--- src/rtl/vel_pkg.sv ---
// Shared types and constants for the velocity frame builder: word format,
// bot addressing, FSM states and a Q4.11 conversion helper.
package vel_pkg;

  localparam int DATA_W   = 16;
  localparam int FRAC_W   = 11;
  localparam int VMAX_DEF = 205;
  localparam int NUM_BOTS = 3;

  typedef logic [1:0] bot_id_t;

  typedef enum logic [1:0] {
    IDLE    = 2'd0,
    COLLECT = 2'd1,
    COMMIT  = 2'd2,
    HOLD    = 2'd3
  } state_t;

  // Converts a velocity in thousandths of a unit to a Q4.11 word (truncating).
  function automatic logic [DATA_W-1:0] to_q411(input int milli);
    return DATA_W'((milli * (1 << FRAC_W)) / 1000);
  endfunction

endpackage

--- src/rtl/vel_clamp.sv ---
// Combinational signed saturator: limits v to [-vmax, +vmax] and flags
// when the limit was applied.
module vel_clamp #(
  parameter int DATA_W = vel_pkg::DATA_W
) (
  input  logic signed [DATA_W-1:0] v,
  input  logic signed [DATA_W-1:0] vmax,
  output logic signed [DATA_W-1:0] v_out,
  output logic                     clamped
);

  logic signed [DATA_W-1:0] vmin;

  assign vmin = -vmax;

  // NOTE: every output gets a default first so no path leaves it unassigned,
  // which would otherwise infer a latch.
  always_comb begin
    v_out   = v;
    clamped = 1'b0;
    if (v > vmax) begin
      v_out   = vmax;
      clamped = 1'b1;
    end else if (v < vmin) begin
      v_out   = vmin;
      clamped = 1'b1;
    end
  end

endmodule

--- src/rtl/velocity_frame_builder.sv ---
// Collects clamped per-bot velocity updates into a three-bot frame and
// presents it to the velocity writer with a held write_check strobe.
module velocity_frame_builder
  import vel_pkg::*;
#(
  parameter int DATA_W      = vel_pkg::DATA_W,
  parameter int VMAX        = vel_pkg::VMAX_DEF,
  parameter int HOLD_CYCLES = 32,
  parameter int TIMEOUT     = 1024
) (
  input  logic              clk,
  input  logic              rst_n,
  input  logic              in_valid,
  output logic              in_ready,
  input  bot_id_t           in_bot_id,
  input  logic [DATA_W-1:0] in_vx,
  input  logic [DATA_W-1:0] in_vy,
  output logic [DATA_W-1:0] vx1_bin,
  output logic [DATA_W-1:0] vy1_bin,
  output logic [DATA_W-1:0] vx2_bin,
  output logic [DATA_W-1:0] vy2_bin,
  output logic [DATA_W-1:0] vx3_bin,
  output logic [DATA_W-1:0] vy3_bin,
  output logic              write_check,
  output logic [2:0]        frame_mask,
  output logic              sat_flag,
  output logic              id_err
);

  localparam int TW = $clog2(TIMEOUT);
  localparam int HW = $clog2(HOLD_CYCLES) + 1;
  localparam logic [TW-1:0]            TIMER_LAST = TW'(TIMEOUT - 1);
  localparam logic [HW-1:0]            HOLD_LAST  = HW'(HOLD_CYCLES - 1);
  localparam logic signed [DATA_W-1:0] VMAX_W     = DATA_W'(VMAX);

  state_t                   state;
  logic [NUM_BOTS-1:0]      mask;
  logic [NUM_BOTS-1:0]      mask_next;
  logic                     sat;
  logic [TW-1:0]            timer;
  logic [HW-1:0]            hold_cnt;
  logic signed [DATA_W-1:0] stage_vx [NUM_BOTS];
  logic signed [DATA_W-1:0] stage_vy [NUM_BOTS];
  logic signed [DATA_W-1:0] out_vx   [NUM_BOTS];
  logic signed [DATA_W-1:0] out_vy   [NUM_BOTS];
  logic signed [DATA_W-1:0] vx_c;
  logic signed [DATA_W-1:0] vy_c;
  logic                     vx_sat;
  logic                     vy_sat;
  logic                     accept;
  logic                     legal;
  logic                     take;

  vel_clamp #(.DATA_W(DATA_W)) u_clamp_x (
    .v       (in_vx),
    .vmax    (VMAX_W),
    .v_out   (vx_c),
    .clamped (vx_sat)
  );

  vel_clamp #(.DATA_W(DATA_W)) u_clamp_y (
    .v       (in_vy),
    .vmax    (VMAX_W),
    .v_out   (vy_c),
    .clamped (vy_sat)
  );

  // Ready is a pure function of state so the upstream never sees a loop
  // through in_valid.
  assign in_ready = (state == IDLE) || (state == COLLECT);
  assign accept   = in_valid && in_ready;
  assign legal    = (in_bot_id < bot_id_t'(NUM_BOTS));
  assign take     = accept && legal;

  always_comb begin
    mask_next = mask;
    for (int b = 0; b < NUM_BOTS; b++) begin
      if (take && (in_bot_id == bot_id_t'(b))) mask_next[b] = 1'b1;
    end
  end

  // NOTE: all state, including the staging and output arrays, updates with
  // non-blocking assignments so every read in this block sees pre-edge values.
  always_ff @(posedge clk or negedge rst_n) begin
    if (!rst_n) begin
      state       <= IDLE;
      mask        <= '0;
      sat         <= 1'b0;
      timer       <= '0;
      hold_cnt    <= '0;
      write_check <= 1'b0;
      frame_mask  <= '0;
      sat_flag    <= 1'b0;
      id_err      <= 1'b0;
      // NOTE: the small staging/output arrays are reset explicitly because a
      // reset must drop the staged frame and return the writer inputs to 0.
      for (int b = 0; b < NUM_BOTS; b++) begin
        stage_vx[b] <= '0;
        stage_vy[b] <= '0;
        out_vx[b]   <= '0;
        out_vy[b]   <= '0;
      end
    end else begin
      id_err <= accept && !legal;

      for (int b = 0; b < NUM_BOTS; b++) begin
        if (take && (in_bot_id == bot_id_t'(b))) begin
          stage_vx[b] <= vx_c;
          stage_vy[b] <= vy_c;
        end
      end

      case (state)
        IDLE: begin
          if (take) begin
            mask  <= mask_next;
            sat   <= vx_sat | vy_sat;
            timer <= '0;
            state <= COLLECT;
          end
        end

        COLLECT: begin
          mask <= mask_next;
          if (take) sat <= sat | vx_sat | vy_sat;
          // A full mask and an expiring timer on the same edge still give
          // exactly one commit.
          if ((&mask_next) || (timer == TIMER_LAST)) begin
            state <= COMMIT;
          end else begin
            timer <= timer + TW'(1);
          end
        end

        COMMIT: begin
          for (int b = 0; b < NUM_BOTS; b++) begin
            if (mask[b]) begin
              out_vx[b] <= stage_vx[b];
              out_vy[b] <= stage_vy[b];
            end
          end
          frame_mask  <= mask;
          sat_flag    <= sat;
          write_check <= 1'b1;
          hold_cnt    <= '0;
          state       <= HOLD;
        end

        HOLD: begin
          if (hold_cnt == HOLD_LAST) begin
            write_check <= 1'b0;
            mask        <= '0;
            sat         <= 1'b0;
            timer       <= '0;
            state       <= IDLE;
          end else begin
            hold_cnt <= hold_cnt + HW'(1);
          end
        end

        default: state <= IDLE;
      endcase
    end
  end

  assign vx1_bin = out_vx[0];
  assign vy1_bin = out_vy[0];
  assign vx2_bin = out_vx[1];
  assign vy2_bin = out_vy[1];
  assign vx3_bin = out_vx[2];
  assign vy3_bin = out_vy[2];

endmodule

--- config.mk ---
export PLATFORM = sky130hd
export DESIGN_NAME = velocity_frame_builder
export DESIGN_NICKNAME = d
export VERILOG_FILES = /design/src/rtl/vel_pkg.sv /design/src/rtl/vel_clamp.sv /design/src/rtl/velocity_frame_builder.sv
export SDC_FILE = /design/constraint.sdc
export NUM_CORES = 1
export LEC_CHECK = 0
export CAP_MARGIN = 30
export CORE_MARGIN = 2
export CORE_UTILIZATION = 40
export CTS_BUF_LIST = sky130_fd_sc_hd__clkbuf_4
export DETAILED_ROUTE_END_ITERATION = 6
export PLACE_DENSITY = 0.66
export SLEW_MARGIN = 10
export SYNTH_ARGS = -nofsm -noshare
export SYNTH_HDL_FRONTEND = slang
export SYNTH_SLANG_ARGS = --single-unit
--- constraint.sdc ---
create_clock -name clk -period 5.2 [get_ports clk]
set_clock_uncertainty 0.05 [all_clocks]
set_input_delay 1.04 -clock clk [delete_from_list [all_inputs] [get_ports clk]]
set_output_delay 1.04 -clock clk [all_outputs]
set_load 0.01 [all_outputs]
==> results_dict.tcl, run 1 <==
set metrics [dict create \
    first_pass_iters 5 \
    numCtsBuffers 57 \
    clock.fmax_ghz 0.2826 \
    clock-sinks 220 \
    setup_viol 0 \
    port_buffers 139 \
    ctsHoldBuffers 0 \
    min_path_type "input pin to asynchronous set/reset pin" \
    wl_per_cell_microns 17.42 \
    clkTransAtPathRegs_ps 60 \
    io_pins 140 \
    synth_area_leaders "dfrtp_1, mux2_2, o21ai_0, nand2_1, ha_1" \
    path_class "flop to output pin" \
    drc 0 \
    ys_seq_elements 220 \
    worstMarginPinSlew_ps 1018 \
    vias 6413 \
    path_cells "inv_1, ha_1, or2_2, clkdlybuf4s50_1" \
    routabilityCongestion 0.8226 \
    yosysSeqAreaShare_pct 61.60 \
    synthesis.area_sq_mm 0.008937 \
    dieArea_sq_mm 0.02355 \
    post_cts_buffers 0 \
    grt_usage_pct 18.74 \
    postRouteAntennaNets 0 \
    via_per_inst 5.168 \
    cts_repair_resize_count 0 \
    pwr_density_cell_mw_per_mm2 565.1 \
    area_growth_pct 26.03 \
    peakVddDrop_uv 294.3 \
    critical-path-top-delay-family "buffers and inverters" \
    chipWidth_microns 153.5 \
    yosysUniqueCellTypes 51 \
    htreeDepth 2 \
    yosys_warnings 0 \
    avgSynthCellArea_sq_um 11.74 \
    cp.depth 4 \
    end_kind "output pin" \
    synth_top_area_share_pct 61.60 \
    dp_cells 1144 \
    clock-root-buffer "clkbuf_4" \
    synth_edf_count 0 \
    drv_slew 0 \
    worstPathRequired_ps 4110 \
    max_slew_margin_pct 32.11 \
    hpwl_microns 14170 \
    grt_pass1_wl_microns 35470 \
    die_h_microns 153.5 \
    min_period_over_period_pct 68.05 \
    reg2reg_depth 7 \
    syn_inst 761 \
    worst-path-buf-inv 2 \
    cts_tree "built" \
    cap_violations 0 \
    final_cells 1241 \
    antenna_found_initial 0 \
    crit_slowest_cell "clkdlybuf4s50_1" \
    dp_worst_setup_slack_ps 1729 \
    timing.rr.end "state[1]" \
    setup_tns_ps 0 \
    nets 970 \
    drt-initial-drc-count 425 \
    cp_slowest_stage_delay_ps 550 \
    fin_ws_ps 1661 \
    critPathMaxFanout 15 \
    synth_top_area_cell "dfrtp_1" \
    synth_ff_type "dfrtp_1" \
    worstPathArrival_ps 2450 \
    cp-start-kind "flop" \
    period_minus_slack_ps 3539 \
    finalHoldViolCount 0 \
    yosysMostFrequentCell "dfrtp_1" \
    r2r_slack_ps 2380 \
    power_mw 6.365 \
    grt_setup_unrepaired "no" \
    outcome "completed" \
    rows 54 \
    grt_max_degree 130 \
    syn_nets 806 \
    regToRegStartpoint "state[1]" \
    grt_remaining_overflow 0 \
    routed_wl_microns 21610 \
    drive_above_1_share_pct 21.12 \
    clkLatencyLatePin_ps 670 \
    leakage_nw 5.084 \
    clk_path_buf_depth 3 \
    diodes 0 \
    initial_core_util_pct 40.83 \
    synthArstFlopShare_pct 100.0 \
    core_area_sq_mm 0.02189 \
    grt_pass1_vias 6591 \
    ys_top_cells_by_count "dfrtp_1, nand2_1, o21ai_0" \
    post-route-util_pct 51.45 \
]
[cell families after synthesis]
family                   after synthesis  share of synthesized area [%]
AO/OA/AOI/OAI                        188                          12.59
buffers and inverters                 51                          2.422
XOR/XNOR                               3                         0.2940
adder cells (fa/ha/maj)                8                          1.120
AND/OR/NAND/NOR                      193                          9.590
flip-flops                           220                          61.60
multiplexers                          98                          12.39
[per-layer routing]
metal	wire length, microns	part of all wire (%)	vias to the layer above	GRT usage (%)
li1	-	-	3048	-
met3	1395	6.5	36	4.593
met5	0	0	-	0
met4	329	1.5	0	6.073
met2	9596	44	223	27.95
met1	10290	48	3106	27.04
[cells in the final DEF, fill, tap and decap left out, types with 3 or more instances in the layout]
| cell | Yosys | layout |
|---|---|---|
| inv_1 | 11 | 11 |
| or3_1 | 7 | 6 |
| nor3_1 | 5 | 5 |
| a211o_1 | 4 | 4 |
| a31oi_1 | 5 | 5 |
| and2_1 | 4 | 4 |
| nand4_1 | 11 | 11 |
| o21ai_0 | 123 | 123 |
| a21oi_1 | 14 | 14 |
| and3_1 | 3 | 3 |
| dfrtp_1 | 220 | 220 |
| ha_1 | 8 | 8 |
| mux2_2 | 97 | 97 |
| nand2_1 | 124 | 120 |
| clkbuf_4 | 0 | 77 |
| clkdlybuf4s50_1 | 0 | 138 |
| xor2_1 | 3 | 3 |
| o211ai_1 | 7 | 7 |
| nor4_1 | 8 | 8 |
| nand2_2 | 0 | 4 |
| buf_12 | 0 | 4 |
| nand3_1 | 6 | 6 |
| o31ai_1 | 6 | 6 |
| clkinv_1 | 0 | 14 |
| nor2_1 | 16 | 16 |
[worst max-delay path by stage]
stage             start           end  slack, ps
2_1_floorplan  in_vy[1]  stage_vy[32]       2620
3_3_place_gp   in_vx[0]   stage_vx[6]       1730
3_5_place_dp   in_vx[0]   stage_vx[6]       1730
4_1_cts        state[1]      in_ready       1610
5_1_grt        state[1]      in_ready       1500
6_report       state[1]      in_ready       1660
[power by group]
part | switching (mW) | internal [mW]
sequential | 0.424 | 2.43
combinational | 0.980 | 1.18
clock | 0.673 | 0.680
[registers in the layout, indices dropped and copies added (netlist names), 2 cells and up]
name	count
frame_mask	3
hold_cnt	6
mask	3
stage_vx	48
stage_vy	48
state	2
timer	10
vx1_bin	16
vx2_bin	16
vx3_bin	16
vy1_bin	16
vy2_bin	16
vy3_bin	16
[cell type report]
class	count	area [sq um]
fillers	1980	10630
flip-flops and latches	220	5505
multi-input cells	490	3227
repair buffers	145	1491
clock buffers	77	578.1
well taps	280	350.3
clock inverters	18	70.07
inverters	11	41.29
[stage by stage]
step,cell area [sq um],hold slack [ps]
global route,11260,456.8
floorplan,8937,394.6
global placement,10560,407.5
detailed placement,10580,417.6
CTS,11220,432.1
finish,11260,401.3
Power figures use the tool's default switching activity.
==> run 2: changes to the inputs <==
--- a/config.mk
+++ b/config.mk
@@ -10,7 +10,7 @@
 export CORE_UTILIZATION = 40
 export CTS_BUF_LIST = sky130_fd_sc_hd__clkbuf_4
 export DETAILED_ROUTE_END_ITERATION = 6
-export PLACE_DENSITY = 0.66
+export PLACE_DENSITY = 0.69
 export SLEW_MARGIN = 10
 export SYNTH_ARGS = -nofsm -noshare
 export SYNTH_HDL_FRONTEND = slang
==> constraint.sdc (replaced) <==
create_clock -name clk -period 2.9 [get_ports clk]
set_clock_uncertainty 0.05 [all_clocks]
set_input_delay 0.58 -clock clk [delete_from_list [all_inputs] [get_ports clk]]
set_output_delay 0.58 -clock clk [all_outputs]
set_load 0.01 [all_outputs]
==> run 2 against run 1 <==
Clock power rose by 87%. Combinational power is 84% higher. Worst hold slack better by 6.1 ps. Utilization up 1.2 points. Largest power group unchanged.
==> results_dict.tcl, run 2 (same netlist as run 1, synthesis figures left out) <==
set metrics [dict create \
    power_frac_seq_pct 44.0 \
    routabilityCongestion 0.8216 \
    vias 6601 \
    die_h_microns 153.5 \
    peakVddDrop_uv 512.0 \
    first_pass_iters 5 \
    clock.fmax_ghz 0.3740 \
    core_area_sq_mm 0.02189 \
    pwr_density_cell_mw_per_mm2 1008 \
    setup_tns_ps 0 \
    internal_power_mw 7.857 \
    r2r_slack_ps 500 \
    netSwitchingPower_mw 3.765 \
    area_growth_pct 29.02 \
    postPlaceCellArea_sq_mm 0.01084 \
    top_regs "stage_vx: 48 flops, stage_vy: 48 flops" \
    clock-root-buffer "clkbuf_4" \
    final_cells 1265 \
    worstMarginPinSlew_ps 901.0 \
    final_common_cell "dfrtp_1" \
    final_cell_mix "dfrtp_1, clkdlybuf4s50_1, o21ai_0" \
    initial_core_util_pct 40.83 \
    htreeDepth 2 \
    max_slew_margin_pct 39.66 \
    finalHoldViolCount 0 \
    antenna_found_initial 0 \
    grt_setup_unrepaired "no" \
    wl_per_cell_microns 17.50 \
    end_kind "output pin" \
    io_pins 140 \
    swShare_pct 32.40 \
    period_minus_slack_ps 2674 \
    worstPathArrival_ps 2040 \
    stdcell_area_sq_mm 0.01153 \
    crit_slowest_cell "dfrtp_1" \
    min_period_over_period_pct 92.21 \
    grt_max_degree 77 \
    numCtsBuffers 56 \
    leakage_nw 5.244 \
    rows 54 \
    routed_wl_microns 22130 \
    chipWidth_microns 153.5 \
    postRouteAntennaNets 0 \
    port_buffers 139 \
    clkTransAtPathRegs_ps 70 \
    cap_violations 0 \
    path_class "flop to output pin" \
    clk_path_buf_depth 3 \
    pwr-share-comb_pct 34.2 \
    diodes 0 \
    drc 0 \
    clkPwrFrac_pct 21.8 \
    drive_above_1_share_pct 24.26 \
    grt_pass1_vias 6815 \
    worstPathRequired_ps 2270 \
    drt-initial-drc-count 332 \
    dp_cells 1172 \
    via_per_inst 5.218 \
    clkLatencyLatePin_ps 650 \
    cp_slowest_stage_delay_ps 440 \
    dieArea_sq_mm 0.02355 \
    grt_remaining_overflow 0 \
    min_path_type "input pin to asynchronous set/reset pin" \
    critPathMaxFanout 7 \
    critical-path-top-delay-family "flip-flops" \
    hpwl_microns 14710 \
    path_cells "inv_1, ha_2, or2_2, dlygate4sd2_1" \
    outcome "completed" \
    worst-path-buf-inv 2 \
    drv_slew 0 \
    grt_usage_pct 19.20 \
    grt_pass1_wl_microns 36340 \
    clock-sinks 220 \
    cts_tree "built" \
    nets 997 \
    cp-start-kind "flop" \
    setup_viol 0 \
]
==> run 2: changes by cell type in the layout (fill, tap and decap cells not counted), moves of 2 or more <==
| cell | before | now |
|---|---|---|
| buf_12 | 4 | 6 |
| clkinv_2 | 2 | 0 |
| clkinv_1 | 14 | 3 |
| ha_1 | 8 | 6 |
| clkbuf_4 | 77 | 86 |
| buf_4 | 2 | 27 |
==> run 2: stage by stage <==
step	hold slack (ps)	worst slack (ps)	power [mW]	utilization (%)
2_1_floorplan	234.4	782.2	7.033	-
3_3_place_gp	407.3	54.12	9.026	49.50
3_5_place_dp	415.5	-22.20	9.164	49.50
4_1_cts	416.3	167.1	11.77	52.67
5_1_grt	441.5	115.0	12.46	52.67
6_report	407.4	225.9	11.62	52.67
==> run 2: metal layers <==
layer | global-route usage, % | vias up | share of wire, %
met1 | 27.34 | 3242 | 47
met5 | 0 | - | 0
met3 | 4.168 | 32 | 5.8
met2 | 29.70 | 213 | 46
li1 | - | 3114 | -
met4 | 5.810 | 0 | 1.5
==> run 2: timing repair <==
| item | 4_1_cts | 5_1_grt |
|---|---|---|
| endpoints found under the setup margin | 1 | 0 |
| setup buffers | 1 | 0 |
| hold endpoints to repair | 72 | 0 |
| resized for setup | 4 | 0 |
| hold buffers | 1 | 0 |
==> run 2: power groups by stage <==
stage / registers, mW / clock network (mW) / logic (mW)
2_1_floorplan: 5.23 / 0 / 1.80
3_3_place_gp: 5.13 / 0 / 3.90
3_5_place_dp: 5.16 / 0 / 4.00
4_1_cts: 5.12 / 2.61 / 4.03
5_1_grt: 5.30 / 2.79 / 4.38
6_report: 5.12 / 2.53 / 3.98
==> run 2: layout make-up <==
| type | count | area, sq um |
|---|---|---|
| fill | 1982 | 10360 |
| sequential | 220 | 5505 |
| multi-input combinational | 490 | 3242 |
| timing repair buffer | 173 | 1728 |
| clock buffer | 86 | 645.6 |
| tap | 280 | 350.3 |
| inverter | 11 | 41.29 |
| clock inverter | 5 | 18.77 |
==> run 2: final timing paths <==
kind / cells past startpoint / to / from
min in group clk: 1 / vx1_bin[6] / stage_vx[38]
setup / recovery: 4 / in_ready / state[0]
hold reg to reg: 1 / vx1_bin[6] / stage_vx[38]
hold / removal: 2 / timer[6] / rst_n
setup reg to reg: 6 / timer[1] / state[0]
max in group asynchronous: 3 / timer[3] / rst_n
==> run 3: changes to the inputs <==
--- a/config.mk
+++ b/config.mk
@@ -5,12 +5,14 @@
 export SDC_FILE = /design/constraint.sdc
 export NUM_CORES = 1
 export LEC_CHECK = 0
+export ABC_AREA = 0
 export CAP_MARGIN = 30
 export CORE_MARGIN = 2
 export CORE_UTILIZATION = 40
 export CTS_BUF_LIST = sky130_fd_sc_hd__clkbuf_4
 export DETAILED_ROUTE_END_ITERATION = 6
 export PLACE_DENSITY = 0.69
+export RECOVER_POWER = 100
 export SLEW_MARGIN = 10
 export SYNTH_ARGS = -nofsm -noshare
 export SYNTH_HDL_FRONTEND = slang
==> run 3 against run 2 <==
Global-route usage did not move. Largest power group unchanged. Combinational power is 7.5% lower. Worst setup slack worse by 1.8 ps. The run now ends with capacitance limit, slew limit left.
==> results_dict.tcl, run 3 (same netlist as run 1, synthesis figures left out) <==
set metrics [dict create \
    outcome "finished, violations left" \
    failed_checks "capacitance limit, slew limit" \
    drive_above_1_share_pct 23.15 \
    power_mw 11.30 \
    netSwitchingPower_mw 3.721 \
    critPathMaxFanout 23 \
    min_path_type "flop to flop" \
    top_regs "stage_vx: 48 flops, stage_vy: 48 flops" \
    numCtsBuffers 56 \
    max_slew_margin_pct -34.24 \
    via_per_inst 5.209 \
    diodes 0 \
    pwr_density_cell_mw_per_mm2 989.3 \
    regToRegStartpoint "state[0]" \
    clkTransAtPathRegs_ps 60 \
    grt_pass1_wl_microns 36340 \
    routabilityCongestion 0.8216 \
    grt_max_degree 77 \
    end_kind "flop" \
    initial_core_util_pct 40.83 \
    wl_per_cell_microns 17.44 \
    grt_usage_pct 19.20 \
    finalHoldViolCount 0 \
    chipWidth_microns 153.5 \
    cp-start-kind "flop" \
    final_cell_mix "dfrtp_1, nand2_1, o21ai_0" \
    power_frac_seq_pct 45.0 \
    hp-start "stage_vx[18]" \
    cap_violations 1 \
    crit_slowest_cell "clkbuf_2" \
    period_minus_slack_ps 2676 \
    postRouteAntennaNets 0 \
    pwr-share-comb_pct 32.6 \
    cp_slowest_stage_delay_ps 670 \
    routed_wl_microns 22060 \
    critPathLaunch "state[0]" \
    first_pass_iters 5 \
    vias 6589 \
    swShare_pct 32.92 \
    dp_cells 1172 \
    die_h_microns 153.5 \
    drc 0 \
    worstMarginPinSlew_ps 2014 \
    antenna_found_initial 0 \
    worstPathRequired_ps 3340 \
    clkPwrFrac_pct 22.4 \
    area_growth_pct 27.83 \
    clock-sinks 220 \
    io_pins 140 \
    setup_viol 0 \
    min_period_over_period_pct 92.27 \
    path_cells "inv_1, ha_1, nand2_1, clkbuf_2, mux2_2" \
    port_buffers 139 \
    grt_remaining_overflow 0 \
    grt_setup_unrepaired "no" \
    drt-initial-drc-count 353 \
    clkLatencyLatePin_ps 650 \
    clock.fmax_ghz 0.3737 \
    peakVddDrop_uv 503.6 \
    final_common_cell "dfrtp_1" \
    nets 997 \
    internal_power_mw 7.581 \
    core_area_sq_mm 0.02189 \
    clock-root-buffer "clkbuf_4" \
    grt_pass1_vias 6815 \
    worstPathArrival_ps 3120 \
    drv_slew 76 \
    htreeDepth 2 \
    clk_path_buf_depth 3 \
    final_cells 1265 \
    rows 54 \
    hpwl_microns 14710 \
    leakage_nw 5.383 \
    post-route-util_pct 52.19 \
    dieArea_sq_mm 0.02355 \
    cts_tree "built" \
    path_class "flop to flop" \
]
-- run 3: path summary, 6_finish.rpt --
kind	endpoint	slack, ps	cells after the start
max in group asynchronous	vx3_bin[1]	460	3
min in group asynchronous	timer[6]	940	2
hold / removal	stage_vx[18]	420	2
hold reg to reg	stage_vx[18]	420	2
setup / recovery	vx2_bin[2]	220	5
setup reg to reg	vx2_bin[2]	220	5
-- run 3: stage by stage --
step	setup slack [ps]	setup TNS (ps)	hold WS (ps)	area, sq um
2_1_floorplan	782.2	0	234.4	8937
3_3_place_gp	54.12	0	407.3	10840
3_5_place_dp	-22.20	-71.21	415.5	10840
4_1_cts	167.1	0	416.3	11530
5_1_grt	80.98	0	441.5	11420
6_report	224.1	0	423.8	11420
-- run 3: timing repair --
action | 4_1_cts | 5_1_grt
gates resized for setup | 4 | 0
hold buffers | 1 | 0
endpoints found under the hold margin | 72 | 0
setup buffers | 1 | 0
endpoints found under the setup margin | 1 | 0
-- run 3: critical path, delay by kind of cell (launching register included) --
| family | cells | cell delay [ps] |
|---|---|---|
| flops | 1 | 430 |
| buf+inv | 2 | 770 |
| simple gates | 1 | 480 |
| fa+ha+maj | 1 | 350 |
| mux | 1 | 410 |
-- run 3: metal layers --
layer  up-vias  wire (microns)  track usage (%)
met1      3249           10340            27.34
met3        31            1227            4.168
met4         0             324            5.810
li1       3115               -                -
met2       194           10160            29.70
met5         -               0                0
-- run 3: layout make-up --
cell class	instances	area [sq um]
Timing Repair Buffer	173	1643
Clock buffer	86	645.6
Tap cell	280	350.3
Sequential cell	220	5505
Clock inverter	5	18.77
Inverter	11	41.29
Multi-Input combinational cell	490	3221
Fill cell	2000	10470
-- run 3: power groups by stage --
stage                     logic [mW]  clock network (mW)  registers, mW
after floorplan                 1.80                   0           5.23
after global placement          3.90                   0           5.13
after detailed placement        4.00                   0           5.16
after CTS                       4.03                2.61           5.12
after global routing            4.09                2.79           5.27
final                           3.68                2.53           5.08
